`src/rtl/lsq_issue_ctrl.sv`:
```
// lsq_issue_ctrl: picks the oldest eligible load/store queue entry, issues it
// to memory one operation at a time, and dequeues it once it has completed.
// Loads are abandoned on flush. A store that has left IDLE is already
// committed and always runs to completion.
module lsq_issue_ctrl #(
  parameter int N_ENTRIES = 8,
  localparam int PTR_WIDTH = $clog2(N_ENTRIES)
) (
  input  logic                 clk,
  input  logic                 rst_aL,
  input  logic [N_ENTRIES-1:0] entry_valid,
  input  logic [N_ENTRIES-1:0] entry_ready,
  input  logic [N_ENTRIES-1:0] entry_is_store,
  input  logic                 store_commit_ok,
  input  logic                 flush,
  output logic                 mem_req_valid,
  input  logic                 mem_req_ready,
  output logic [PTR_WIDTH-1:0] mem_req_idx,
  output logic                 mem_req_is_store,
  input  logic                 mem_resp_valid,
  output logic                 deq_ready,
  output logic [N_ENTRIES-1:0] deq_sel_onehot,
  input  logic                 deq_valid,
  output logic                 busy,
  output logic [15:0]          blocked_cycles
);

  typedef enum logic [2:0] {
    S_IDLE  = 3'd0,
    S_REQ   = 3'd1,
    S_RESP  = 3'd2,
    S_DEQ   = 3'd3,
    S_DRAIN = 3'd4
  } state_t;

  state_t                 state_q, state_d;
  logic [PTR_WIDTH-1:0]   idx_q, idx_d;
  logic                   is_store_q, is_store_d;
  logic [15:0]            blocked_q, blocked_d;
  logic [N_ENTRIES-1:0]   elig_s;
  logic [PTR_WIDTH-1:0]   sel_idx_s;
  logic                   any_elig_s;

  // Eligibility: a store only at the head with commit permission; a load
  // anywhere ahead of the first valid store.
  always_comb begin
    logic seen_store;
    seen_store = 1'b0;
    elig_s     = '0;
    for (int i = 0; i < N_ENTRIES; i++) begin
      if (i == 0) begin
        elig_s[i] = entry_valid[0] & entry_ready[0] &
                    (entry_is_store[0] ? store_commit_ok : 1'b1);
      end else begin
        elig_s[i] = entry_valid[i] & entry_ready[i] &
                    ~entry_is_store[i] & ~seen_store;
      end
      seen_store = seen_store | (entry_valid[i] & entry_is_store[i]);
    end
  end

  // Lowest-index (oldest) eligible entry wins.
  always_comb begin
    sel_idx_s  = '0;
    any_elig_s = 1'b0;
    for (int i = N_ENTRIES - 1; i >= 0; i--) begin
      if (elig_s[i]) begin
        sel_idx_s  = PTR_WIDTH'(i);
        any_elig_s = 1'b1;
      end else begin
        any_elig_s = any_elig_s;
      end
    end
  end

  // Next-state, latch and blocked-counter logic.
  always_comb begin
    state_d    = state_q;
    idx_d      = idx_q;
    is_store_d = is_store_q;
    blocked_d  = blocked_q;
    case (state_q)
      S_IDLE: begin
        if (any_elig_s && !flush) begin
          state_d    = S_REQ;
          idx_d      = sel_idx_s;
          is_store_d = entry_is_store[sel_idx_s];
        end else if ((|entry_valid) && !any_elig_s && !flush &&
                     (blocked_q != 16'hFFFF)) begin
          blocked_d = blocked_q + 16'd1;
        end else begin
          blocked_d = blocked_q;
        end
      end
      S_REQ: begin
        if (flush && !is_store_q) begin
          state_d = mem_req_ready ? S_DRAIN : S_IDLE;
        end else if (mem_req_ready) begin
          state_d = is_store_q ? S_DEQ : S_RESP;
        end else begin
          state_d = S_REQ;
        end
      end
      S_RESP: begin
        if (flush && !is_store_q) begin
          state_d = mem_resp_valid ? S_IDLE : S_DRAIN;
        end else if (mem_resp_valid) begin
          state_d = S_DEQ;
        end else begin
          state_d = S_RESP;
        end
      end
      S_DEQ: begin
        if (flush && !is_store_q) begin
          state_d = S_IDLE;
        end else if (deq_valid) begin
          state_d = S_IDLE;
        end else begin
          state_d = S_DEQ;
        end
      end
      S_DRAIN: begin
        if (mem_resp_valid) begin
          state_d = S_IDLE;
        end else begin
          state_d = S_DRAIN;
        end
      end
      default: begin
        state_d = S_IDLE;
      end
    endcase
  end

  // State and latched-entry registers; reset abandons any transaction.
  always_ff @(posedge clk or negedge rst_aL) begin
    if (!rst_aL) begin
      state_q    <= S_IDLE;
      idx_q      <= '0;
      is_store_q <= 1'b0;
      blocked_q  <= 16'h0000;
    end else begin
      state_q    <= state_d;
      idx_q      <= idx_d;
      is_store_q <= is_store_d;
      blocked_q  <= blocked_d;
    end
  end

  // Outputs decode directly from registered state only.
  assign mem_req_valid    = (state_q == S_REQ);
  assign mem_req_idx      = idx_q;
  assign mem_req_is_store = is_store_q;
  assign deq_ready        = (state_q == S_DEQ);
  assign deq_sel_onehot   = (state_q == S_DEQ) ?
                            ({{(N_ENTRIES-1){1'b0}}, 1'b1} << idx_q) : '0;
  assign busy             = (state_q != S_IDLE);
  assign blocked_cycles   = blocked_q;

endmodule
```
`config.mk`:
```
export PLATFORM = sky130hd
export DESIGN_NAME = lsq_issue_ctrl
export DESIGN_NICKNAME = d
export VERILOG_FILES = /design/src/rtl/lsq_issue_ctrl.sv
export SDC_FILE = /design/constraint.sdc
export NUM_CORES = 1
export LEC_CHECK = 0
export CAP_MARGIN = 20
export CELL_PAD_IN_SITES_DETAIL_PLACEMENT = 1
export CELL_PAD_IN_SITES_GLOBAL_PLACEMENT = 1
export CORE_MARGIN = 2
export CORE_UTILIZATION = 37
export DETAILED_ROUTE_END_ITERATION = 8
export GPL_TIMING_DRIVEN = 0
export PLACE_DENSITY_LB_ADDON = 0.1
export SETUP_SLACK_MARGIN = 0.2
export SYNTH_ARGS = -nofsm -noshare
export SYNTH_HDL_FRONTEND = slang
export SYNTH_SLANG_ARGS = --single-unit
```
`constraint.sdc`:
```
create_clock -name clk -period 2.7 [get_ports clk]
set_input_delay 0.27 -clock clk [delete_from_list [all_inputs] [get_ports clk]]
set_output_delay 0.27 -clock clk [all_outputs]
set_load 0.005 [all_outputs]
```
==> results of run 1 <==
cells in the mapped netlist, types with 2 or more instances:
library cell	number	area [sq um]
nand3_1	7	35.0
o21a_1	2	15.0
o21ai_2	2	17.5
a22oi_1	2	15.0
buf_12	2	40.0
nand4b_1	2	17.5
nand3b_1	3	22.5
or4_1	2	15.0
nor2_1	14	52.6
nor4_4	10	213
and2_1	3	18.8
nor4_1	2	12.5
and3_1	3	18.8
nor4b_2	2	30.0
nor2b_1	4	25.0
xor2_1	14	123
dfrtp_1	23	576
o22ai_1	2	12.5
mux2_4	2	30.0
a21oi_1	2	10.0
a31oi_1	2	12.5
nand2_1	18	67.6
a222oi_1	2	20.0
and4_1	2	17.5
nor3_1	4	20.0
nand2b_1	3	18.8
nand4_1	5	31.3
inv_1	5	18.8
o21ai_0	6	30.0
how the worst min path moves through the flow:
stage	start	slack (ns)	cells after the start	endpoint
after floorplan	rst_aL	-0.03	0	blocked_cycles[0]
after global placement	blocked_cycles[10]	0.48	1	blocked_cycles[10]
after detailed placement	blocked_cycles[10]	0.48	1	blocked_cycles[10]
after CTS	blocked_cycles[10]	0.50	1	blocked_cycles[10]
after global routing	rst_aL	0.26	1	blocked_cycles[2]
final	rst_aL	0.24	1	blocked_cycles[6]
stage by stage:
stage	total power, uW	hold WS, ns	instance area (sq um)	utilization
final	1610	0.242	2520	0.541
after global routing	1720	0.256	2520	0.541
after CTS	1620	0.498	2490	0.535
after detailed placement	1400	0.484	2450	0.526
after global placement	1360	0.479	2450	0.526
after floorplan	1010	-0.0256	1770	-
registers in the layout, summed over array words and instances, names as in the netlist:
signal / flops
state_q: 3
mem_req_is_store: 1
mem_req_idx: 3
blocked_cycles: 16
critical path, cell delays in order (launching register included):
cell             delay [ns]
dfrtp_1                0.53
nor2b_1                0.25
and2_1                 0.19
nand2_1                0.11
nor3_1                 0.17
clkdlybuf4s50_1        0.54
power groups by stage:
stage               logic (uW)  clock network (uW)  registers (uW)
detailed placement         793                   0             611
finish                     789                 213             606
CTS                        795                 222             608
floorplan                  426                   0             582
global route               854                 234             628
global placement           769                   0             594
routing by layer:
layer / share of wire / wire length (um) / GRT usage
met4: 0.0057 / 27 / 0.0453
met5: 0 / 0 / 0
met3: 0.048 / 227 / 0.0304
met2: 0.50 / 2400 / 0.317
met1: 0.44 / 2110 / 0.229
cell families (layout without fill, tap and decap cells):
| kind of cell | count (synthesis) | after routing | share of synthesized area |
|---|---|---|---|
| flip-flops | 23 | 23 | 0.325 |
| buffers and inverters | 10 | 76 | 0.0501 |
| AND/OR/NAND/NOR | 89 | 89 | 0.381 |
| multiplexers | 3 | 3 | 0.0226 |
| AO/OA/AOI/OAI | 30 | 30 | 0.141 |
| adder cells (fa/ha/maj) | 1 | 1 | 0.00706 |
| XOR/XNOR | 15 | 15 | 0.0742 |
final cells by class:
type | instances | area [sq um] | share of cell area
plain buffers | 5 | 70.1 | 0.0278
well taps | 54 | 67.6 | 0.0268
multi-input cells | 138 | 1110 | 0.439
flip-flops and latches | 23 | 576 | 0.228
inverters | 5 | 18.8 | 0.00744
clock buffers | 4 | 45.0 | 0.0179
repair buffers | 62 | 638 | 0.253
==> impl_metrics.py, run 1 <==
metrics = {
    "synth": {
        "sequential_area_share_after_synthesis": 0.325,
        "post_synth_instance_area_sq_mm": 0.00177,
        "synthCells": 171,
        "synth_nets": 203,
        "post_synth_edffs": 0,
        "synth-seq-cells": 23,
        "dominantRegCellSynth": "dfrtp_1",
        "synth.distinct_cells": 50,
        "synth.avg_cell_area_sq_um": 10.4,
        "yosys_warnings": 0,
        "synthArstFlopShare": 1.00,
    },
    "sta": {
        "worst-slew-pin-transition_ns": 0.617,
        "slew_viol_final": 0,
        "setup_viol_count_final": 0,
        "achievable-frequency_mhz": 431,
        "worst_clock_skew_ns": 0.00319,
        "headroom_to_the_max_slew_limit": 0.589,
        "layout_worst_path_cycle_share": 0.860,
        "final-hold-violation-count": 0,
        "final_worst_setup_slack_ns": 0.378,
        "layout_min_cycle_time_ns": 2.32,
        "rsz0062_at_grt": "no",
        "total_negative_slack_for_setup_checks_ns": 0,
    },
    "power_and_ir_drop": {
        "p_leak_uw": 0.000971,
        "clkPwrFrac": 0.132,
        "p_per_area_mw_per_mm2": 638,
        "cellInternalPower_uw": 995,
        "p_seq_frac": 0.377,
        "power.switching_fraction": 0.382,
        "comb_power_share": 0.491,
        "peakVddDrop_v": 0.000247,
        "netSwitchingPower_uw": 614,
    },
    "setup_path": {
        "number_of_cells_on_the_worst_reg_to_reg_path": 5,
        "endpoint_of_the_worst_setup_timing_path": "deq_sel_onehot[4]",
        "cp.required_ns": 2.43,
        "crit_type": "reg2out",
        "start_kind": "register",
        "worst_setup_path_startpoint": "state_q[0]",
        "rr_endpoint": "blocked_cycles[1]",
        "critical_path.endpoint_type": "output pin",
        "crit_arrival_ns": 2.05,
        "setup.reg_to_reg.worst_slack_ns": 0.69,
        "reg2reg_from": "state_q[0]",
        "worst-path-max-fanout": 8,
    },
    "routing": {
        "drtIter0Drc": 26,
        "vias_per_cell": 5.51,
        "route.detailed.wl_per_inst_um": 16.4,
        "route.antenna.remaining_nets": 0,
        "total_vias_in_the_final_route": 1603,
        "dr.pass1.iters": 5,
        "drc_errors": 0,
        "drt-total-wl_um": 4770,
    },
    "floorplan": {
        "floorplan.io_pins": 62,
        "floorplan.die.width_um": 73.2,
        "floorplan.core_area_sq_mm": 0.00466,
        "die_height_um": 73.2,
        "fp.dieArea_sq_mm": 0.00536,
        "start_util": 0.380,
        "rows": 25,
    },
    "placed_design": {
        "gp_congestion": 0.814,
        "place_hpwl_um": 3760,
        "total_of_buffers_placed_on_input_and_output_ports": 61,
        "post-place-cells": 286,
        "detailedPlace.worstSlack_ns": 0.148,
    },
    "clocking": {
        "numClockSinks": 23,
        "cts_tree": "yes",
        "hold_buffers": 0,
        "ctsResizeCount": 0,
        "clk_latency_ns": 0.26,
        "cts-htree-levels": 1,
        "cts_root_buffer": "clkbuf_8",
        "cts_buffers": 3,
        "cts_setup_buffers": 0,
        "worst_setup_hold_path_clk_slew_ns": 0.08,
        "cts.path.max_buffers": 2,
    },
    "global_routing": {
        "grt_max_degree": 24,
        "grt-ovfl-total": 0,
        "first_global_vias": 1632,
        "total_track_usage": 0.181,
        "grt_pass1_wl_um": 7750,
        "initial_antenna_violation_count": 0,
    },
    "layout": {
        "layout_commonest_cell": "clkdlybuf4s50_1",
        "n_antenna_cell": 0,
        "drive_gt1_frac": 0.131,
        "layout_common_cells": "61 x clkdlybuf4s50_1, 23 x dfrtp_1, 18 x nand2_1",
        "layout.cells.non_filler": 291,
        "syn_to_final_growth_pct": 42.4,
        "finish.net_count": 270,
        "fill_cells": 494,
    },
    "min_path": {
        "min-delay-path-class": "in2async",
    },
    "flow_run": {
        "timing.max_cap.violations": 0,
    },
    "status": {
        "run_status": "complete, no violations",
    },
}
No activity file was read; power rests on OpenSTA's default activity.
==> inputs of run 2 (changes only) <==
--- a/config.mk
+++ b/config.mk
@@ -12,8 +12,10 @@
 export CORE_UTILIZATION = 37
 export DETAILED_ROUTE_END_ITERATION = 8
 export GPL_TIMING_DRIVEN = 0
+export MAX_ROUTING_LAYER = met4
 export PLACE_DENSITY_LB_ADDON = 0.1
 export SETUP_SLACK_MARGIN = 0.2
+export SKIP_CTS_REPAIR_TIMING = 1
 export SYNTH_ARGS = -nofsm -noshare
 export SYNTH_HDL_FRONTEND = slang
 export SYNTH_SLANG_ARGS = --single-unit
==> run 2 against run 1 <==
Net effect: highest routed layer unchanged; wire length about the same; combinational power barely moved; total power hardly changed; clock-buffer cell count did not move.
==> impl_metrics.py, run 2 (synthesis gave the netlist of run 1 again) <==
metrics = {
    "routing": {
        "drc_errors": 0,
        "vias_per_cell": 5.52,
        "drtIter0Drc": 34,
        "total_vias_in_the_final_route": 1607,
        "route.antenna.remaining_nets": 0,
        "drt-total-wl_um": 4770,
        "route.detailed.wl_per_inst_um": 16.4,
        "dr.pass1.iters": 5,
    },
    "placed_design": {
        "place_hpwl_um": 3760,
        "gp_congestion": 0.826,
        "post-place-cells": 286,
        "total_of_buffers_placed_on_input_and_output_ports": 61,
    },
    "clocking": {
        "cts_tree": "yes",
        "cts.path.max_buffers": 2,
        "cts-htree-levels": 1,
        "clk_latency_ns": 0.26,
        "cts_root_buffer": "clkbuf_8",
        "numClockSinks": 23,
        "worst_setup_hold_path_clk_slew_ns": 0.08,
        "cts_buffers": 3,
    },
    "layout": {
        "drive_gt1_frac": 0.131,
        "layout.cells.non_filler": 291,
        "layout_common_cells": "61 x clkdlybuf4s50_1, 23 x dfrtp_1, 18 x nand2_1",
        "syn_to_final_growth_pct": 42.4,
        "layout_commonest_cell": "clkdlybuf4s50_1",
        "finish.net_count": 270,
        "number_of_flip_flops_in_the_largest_register": 16,
        "fill_cells": 494,
        "n_antenna_cell": 0,
    },
    "global_routing": {
        "grt_max_degree": 24,
        "total_track_usage": 0.186,
        "first_global_vias": 1631,
        "initial_antenna_violation_count": 0,
        "grt-ovfl-total": 0,
        "grt_pass1_wl_um": 7740,
    },
    "power_and_ir_drop": {
        "p_leak_uw": 0.000971,
        "peakVddDrop_v": 0.000247,
        "p_per_area_mw_per_mm2": 637,
    },
    "min_path": {
        "min-delay-path-class": "in2async",
    },
    "setup_path": {
        "reg2reg_from": "state_q[0]",
        "cp.required_ns": 2.43,
        "worstPathCellList": "nor2b_1 > and2_1 > nand2_1 > nor3_1 > clkdlybuf4s50_1",
        "critPathMaxStageDelay_ns": 0.54,
        "crit_arrival_ns": 2.05,
        "worst_path_max_delay_cell": "clkdlybuf4s50_1",
        "critical_path.top_delay_family": "simple AND/OR/NAND/NOR gates",
        "worst_setup_path_startpoint": "state_q[0]",
        "start_kind": "register",
        "critical_path.n_buffers_inverters": 1,
        "crit_type": "reg2out",
        "critical_path.endpoint_type": "output pin",
        "worst-path-max-fanout": 8,
    },
    "sta": {
        "setup_viol_count_final": 0,
        "worst-slew-pin-transition_ns": 0.617,
        "slew_viol_final": 0,
        "layout_min_cycle_time_ns": 2.32,
        "headroom_to_the_max_slew_limit": 0.589,
        "rsz0062_at_grt": "no",
        "worst_clock_skew_ns": 0.00286,
        "final-hold-violation-count": 0,
        "achievable-frequency_mhz": 431,
        "total_negative_slack_for_setup_checks_ns": 0,
        "layout_worst_path_cycle_share": 0.860,
    },
    "floorplan": {
        "floorplan.core_area_sq_mm": 0.00466,
        "floorplan.io_pins": 62,
        "floorplan.die.width_um": 73.2,
        "start_util": 0.380,
        "rows": 25,
        "fp.dieArea_sq_mm": 0.00536,
        "die_height_um": 73.2,
    },
    "status": {
        "run_status": "complete, no violations",
    },
    "flow_run": {
        "timing.max_cap.violations": 0,
    },
}
-- run 2: cell counts in the layout (fill, tap and decap cells not counted) --
No cell type changed its count.
-- run 2: through the flow --
step / area [sq um] / hold WS (ns) / setup slack, ns / total power, uW / util
detailed placement: 2450 / 0.484 / 0.148 / 1400 / 0.526
CTS: 2490 / 0.498 / 0.359 / 1620 / 0.535
global route: 2520 / 0.256 / 0.215 / 1720 / 0.541
floorplan: 1770 / -0.0256 / 0.890 / 1010 / -
finish: 2520 / 0.244 / 0.377 / 1610 / 0.541
global placement: 2450 / 0.479 / 0.243 / 1360 / 0.526
-- run 2: per-layer routing --
layer / share of wire / GRT usage / vias to the layer above
met4: 0.0080 / 0.0453 / 0
met2: 0.50 / 0.317 / 41
met1: 0.45 / 0.232 / 787
li1: - / - / 777
met5: 0 / - / -
met3: 0.040 / 0.0249 / 2
-- run 2: final timing paths --
| path | endpoint | slack [ns] | cells after the start |
|---|---|---|---|
| setup / recovery | deq_sel_onehot[4] | 0.38 | 5 |
| hold / removal | blocked_cycles[6] | 0.24 | 1 |
| setup reg to reg | blocked_cycles[1] | 0.70 | 5 |
| hold reg to reg | blocked_cycles[10] | 0.49 | 1 |
| max in group asynchronous | mem_req_idx[2] | 2.07 | 2 |
| min in group clk | blocked_cycles[10] | 0.49 | 1 |
-- run 2: cell type report --
class                   count  area [sq um]  area share
well taps                  54          67.6      0.0268
repair buffers             62           638       0.253
multi-input cells         138          1110       0.439
clock buffers               4          45.0      0.0179
inverters                   5          18.8     0.00744
plain buffers               5          70.1      0.0278
flip-flops and latches     23           576       0.228
-- run 2: worst reg2reg max path: stages (launching register included) --
cell     delay, ns
dfrtp_1       0.50
nor4_4        0.44
o21ai_2       0.12
a41o_4        0.30
nor3_2        0.22
mux2_4        0.33
-- run 2: report_power, final --
group,internal (uW),switching (uW),total [uW]
sequential,450,156,606
combinational,440,349,789
clock,105,107,212
==> inputs of run 3 (changes only) <==
--- a/config.mk
+++ b/config.mk
@@ -8,7 +8,6 @@
 export CAP_MARGIN = 20
 export CELL_PAD_IN_SITES_DETAIL_PLACEMENT = 1
 export CELL_PAD_IN_SITES_GLOBAL_PLACEMENT = 1
-export CORE_MARGIN = 2
 export CORE_UTILIZATION = 37
 export DETAILED_ROUTE_END_ITERATION = 8
 export GPL_TIMING_DRIVEN = 0
==> run 3 against run 2 <==
Net effect: the flow now finishes with violations (DRC); sequential cell count unchanged; non-clock buffer count unchanged; cell count down 0.69%; setup slack better by 0.017 ns; sequential share of layout area about the same; largest power group unchanged.
==> impl_metrics.py, run 3 (synthesis gave the netlist of run 1 again) <==
metrics = {
    "clocking": {
        "clk_latency_ns": 0.27,
        "cts_buffers": 3,
        "numClockSinks": 23,
        "cts-htree-levels": 1,
        "cts_tree": "yes",
        "cts.path.max_buffers": 2,
        "cts_root_buffer": "clkbuf_8",
        "worst_setup_hold_path_clk_slew_ns": 0.10,
    },
    "floorplan": {
        "floorplan.core_area_sq_mm": 0.00447,
        "fp.dieArea_sq_mm": 0.00507,
        "die_height_um": 71.2,
        "floorplan.die.width_um": 71.2,
        "start_util": 0.396,
        "floorplan.io_pins": 62,
        "rows": 24,
    },
    "setup_path": {
        "cp.required_ns": 2.43,
        "worstPathCellList": "clkbuf_1 > and2_1 > nand2_1 > nor3_1 > clkdlybuf4s50_1",
        "critPathMaxStageDelay_ns": 0.54,
        "start_kind": "register",
        "critical_path.top_delay_family": "buffers and inverters",
        "critical_path.endpoint_type": "output pin",
        "crit_arrival_ns": 2.04,
        "worst-path-max-fanout": 10,
        "critical_path.n_buffers_inverters": 2,
        "crit_type": "reg2out",
        "worst_path_max_delay_cell": "clkdlybuf4s50_1",
    },
    "sta": {
        "worst-slew-pin-transition_ns": 0.678,
        "setup_viol_count_final": 0,
        "final-hold-violation-count": 0,
        "total_negative_slack_for_setup_checks_ns": 0,
        "headroom_to_the_max_slew_limit": 0.548,
        "slew_viol_final": 0,
        "layout_worst_path_cycle_share": 0.854,
        "rsz0062_at_grt": "no",
        "worst_clock_skew_ns": 0.0138,
        "achievable-frequency_mhz": 434,
        "layout_min_cycle_time_ns": 2.31,
    },
    "routing": {
        "dr.pass1.iters": 6,
        "vias_per_cell": 5.59,
        "drt-total-wl_um": 4840,
        "drtIter0Drc": 66,
        "route.detailed.wl_per_inst_um": 16.7,
        "total_vias_in_the_final_route": 1615,
        "route.antenna.remaining_nets": 0,
        "drc_errors": 3,
    },
    "global_routing": {
        "grt_max_degree": 24,
        "grt-ovfl-total": 0,
        "total_track_usage": 0.209,
        "initial_antenna_violation_count": 0,
        "first_global_vias": 1711,
        "grt_pass1_wl_um": 8170,
    },
    "layout": {
        "multi_input_area_sq_mm": 0.00111,
        "syn_to_final_growth_pct": 42.4,
        "n_antenna_cell": 0,
        "fill_cells": 493,
        "layout_commonest_cell": "clkdlybuf4s50_1",
        "post-route-cell-area_sq_mm": 0.00252,
        "finish.net_count": 270,
        "number_of_flip_flops_in_the_largest_register": 16,
        "finish.utilization": 0.564,
        "drive_gt1_frac": 0.139,
        "layout_common_cells": "61 x clkdlybuf4s50_1, 22 x dfrtp_1, 18 x nand2_1",
        "register_area_sq_um": 577,
    },
    "placed_design": {
        "place_area_sq_mm": 0.00245,
        "total_of_buffers_placed_on_input_and_output_ports": 61,
        "place_hpwl_um": 3850,
        "gp_congestion": 0.796,
    },
    "status": {
        "violations": "DRC",
        "run_status": "finished, violations left",
    },
    "power_and_ir_drop": {
        "peakVddDrop_v": 0.000450,
        "p_leak_uw": 0.000972,
        "p_per_area_mw_per_mm2": 643,
    },
    "flow_run": {
        "timing.max_cap.violations": 0,
    },
    "min_path": {
        "min-delay-path-class": "in2async",
    },
}
[run 3: cell count changes in the layout (fill, tap and decap cells not counted), sizes merged]
cell,delta
clkinv,+1
clkbuf,-1
[run 3: path summary, 6_finish.rpt]
kind	from	to	slack (ns)	cells after the start
worst max register to register	blocked_cycles[0]	blocked_cycles[11]	0.66	7
worst min register to register	blocked_cycles[13]	blocked_cycles[13]	0.50	1
min in group clk	blocked_cycles[13]	blocked_cycles[13]	0.50	1
max in group asynchronous	rst_aL	mem_req_idx[1]	1.97	2
worst max-delay path	state_q[1]	deq_sel_onehot[4]	0.39	5
worst min-delay path	rst_aL	blocked_cycles[10]	0.29	1
[run 3: stage by stage]
step                      power [uW]  setup WS, ns  cells  hold WS [ns]
after floorplan                 1010         0.890    171       -0.0256
after global placement          1360         0.284    284         0.472
after detailed placement        1410         0.147    284         0.486
after CTS                       1630         0.369    288         0.504
after global routing            1740         0.254    289         0.321
final                           1620         0.394    289         0.294
[run 3: layout make-up]
type	instances	area share
buffer	5	0.0278
clock buffer	3	0.0164
clock inverter	1	0.00198
inverter	5	0.00744
multi-input combinational	138	0.439
sequential	23	0.229
tap	52	0.0258
timing repair buffer	62	0.253
[run 3: worst register-to-register path, stage by stage (launching register included)]
cell     delay (ns)
dfrtp_1        0.43
ha_1           0.20
nand3_1        0.15
nor2_1         0.36
a41o_4         0.34
buf_8          0.21
nor4_4         0.07
xor2_1         0.14
[run 3: power breakdown]
group	internal, uW	switching (uW)	leakage, uW
clock	103	118	0.0000255
sequential	451	150	0.000291
combinational	441	359	0.000656
total	995	627	0.000972
[run 3: routing by layer]
layer | routed length (um) | global-route usage | vias to the layer above
met5 | 0 | - | -
met1 | 2150 | 0.254 | 799
met4 | 51 | 0.0444 | 0
met2 | 2490 | 0.362 | 39
li1 | - | - | 773
met3 | 147 | 0.0342 | 4
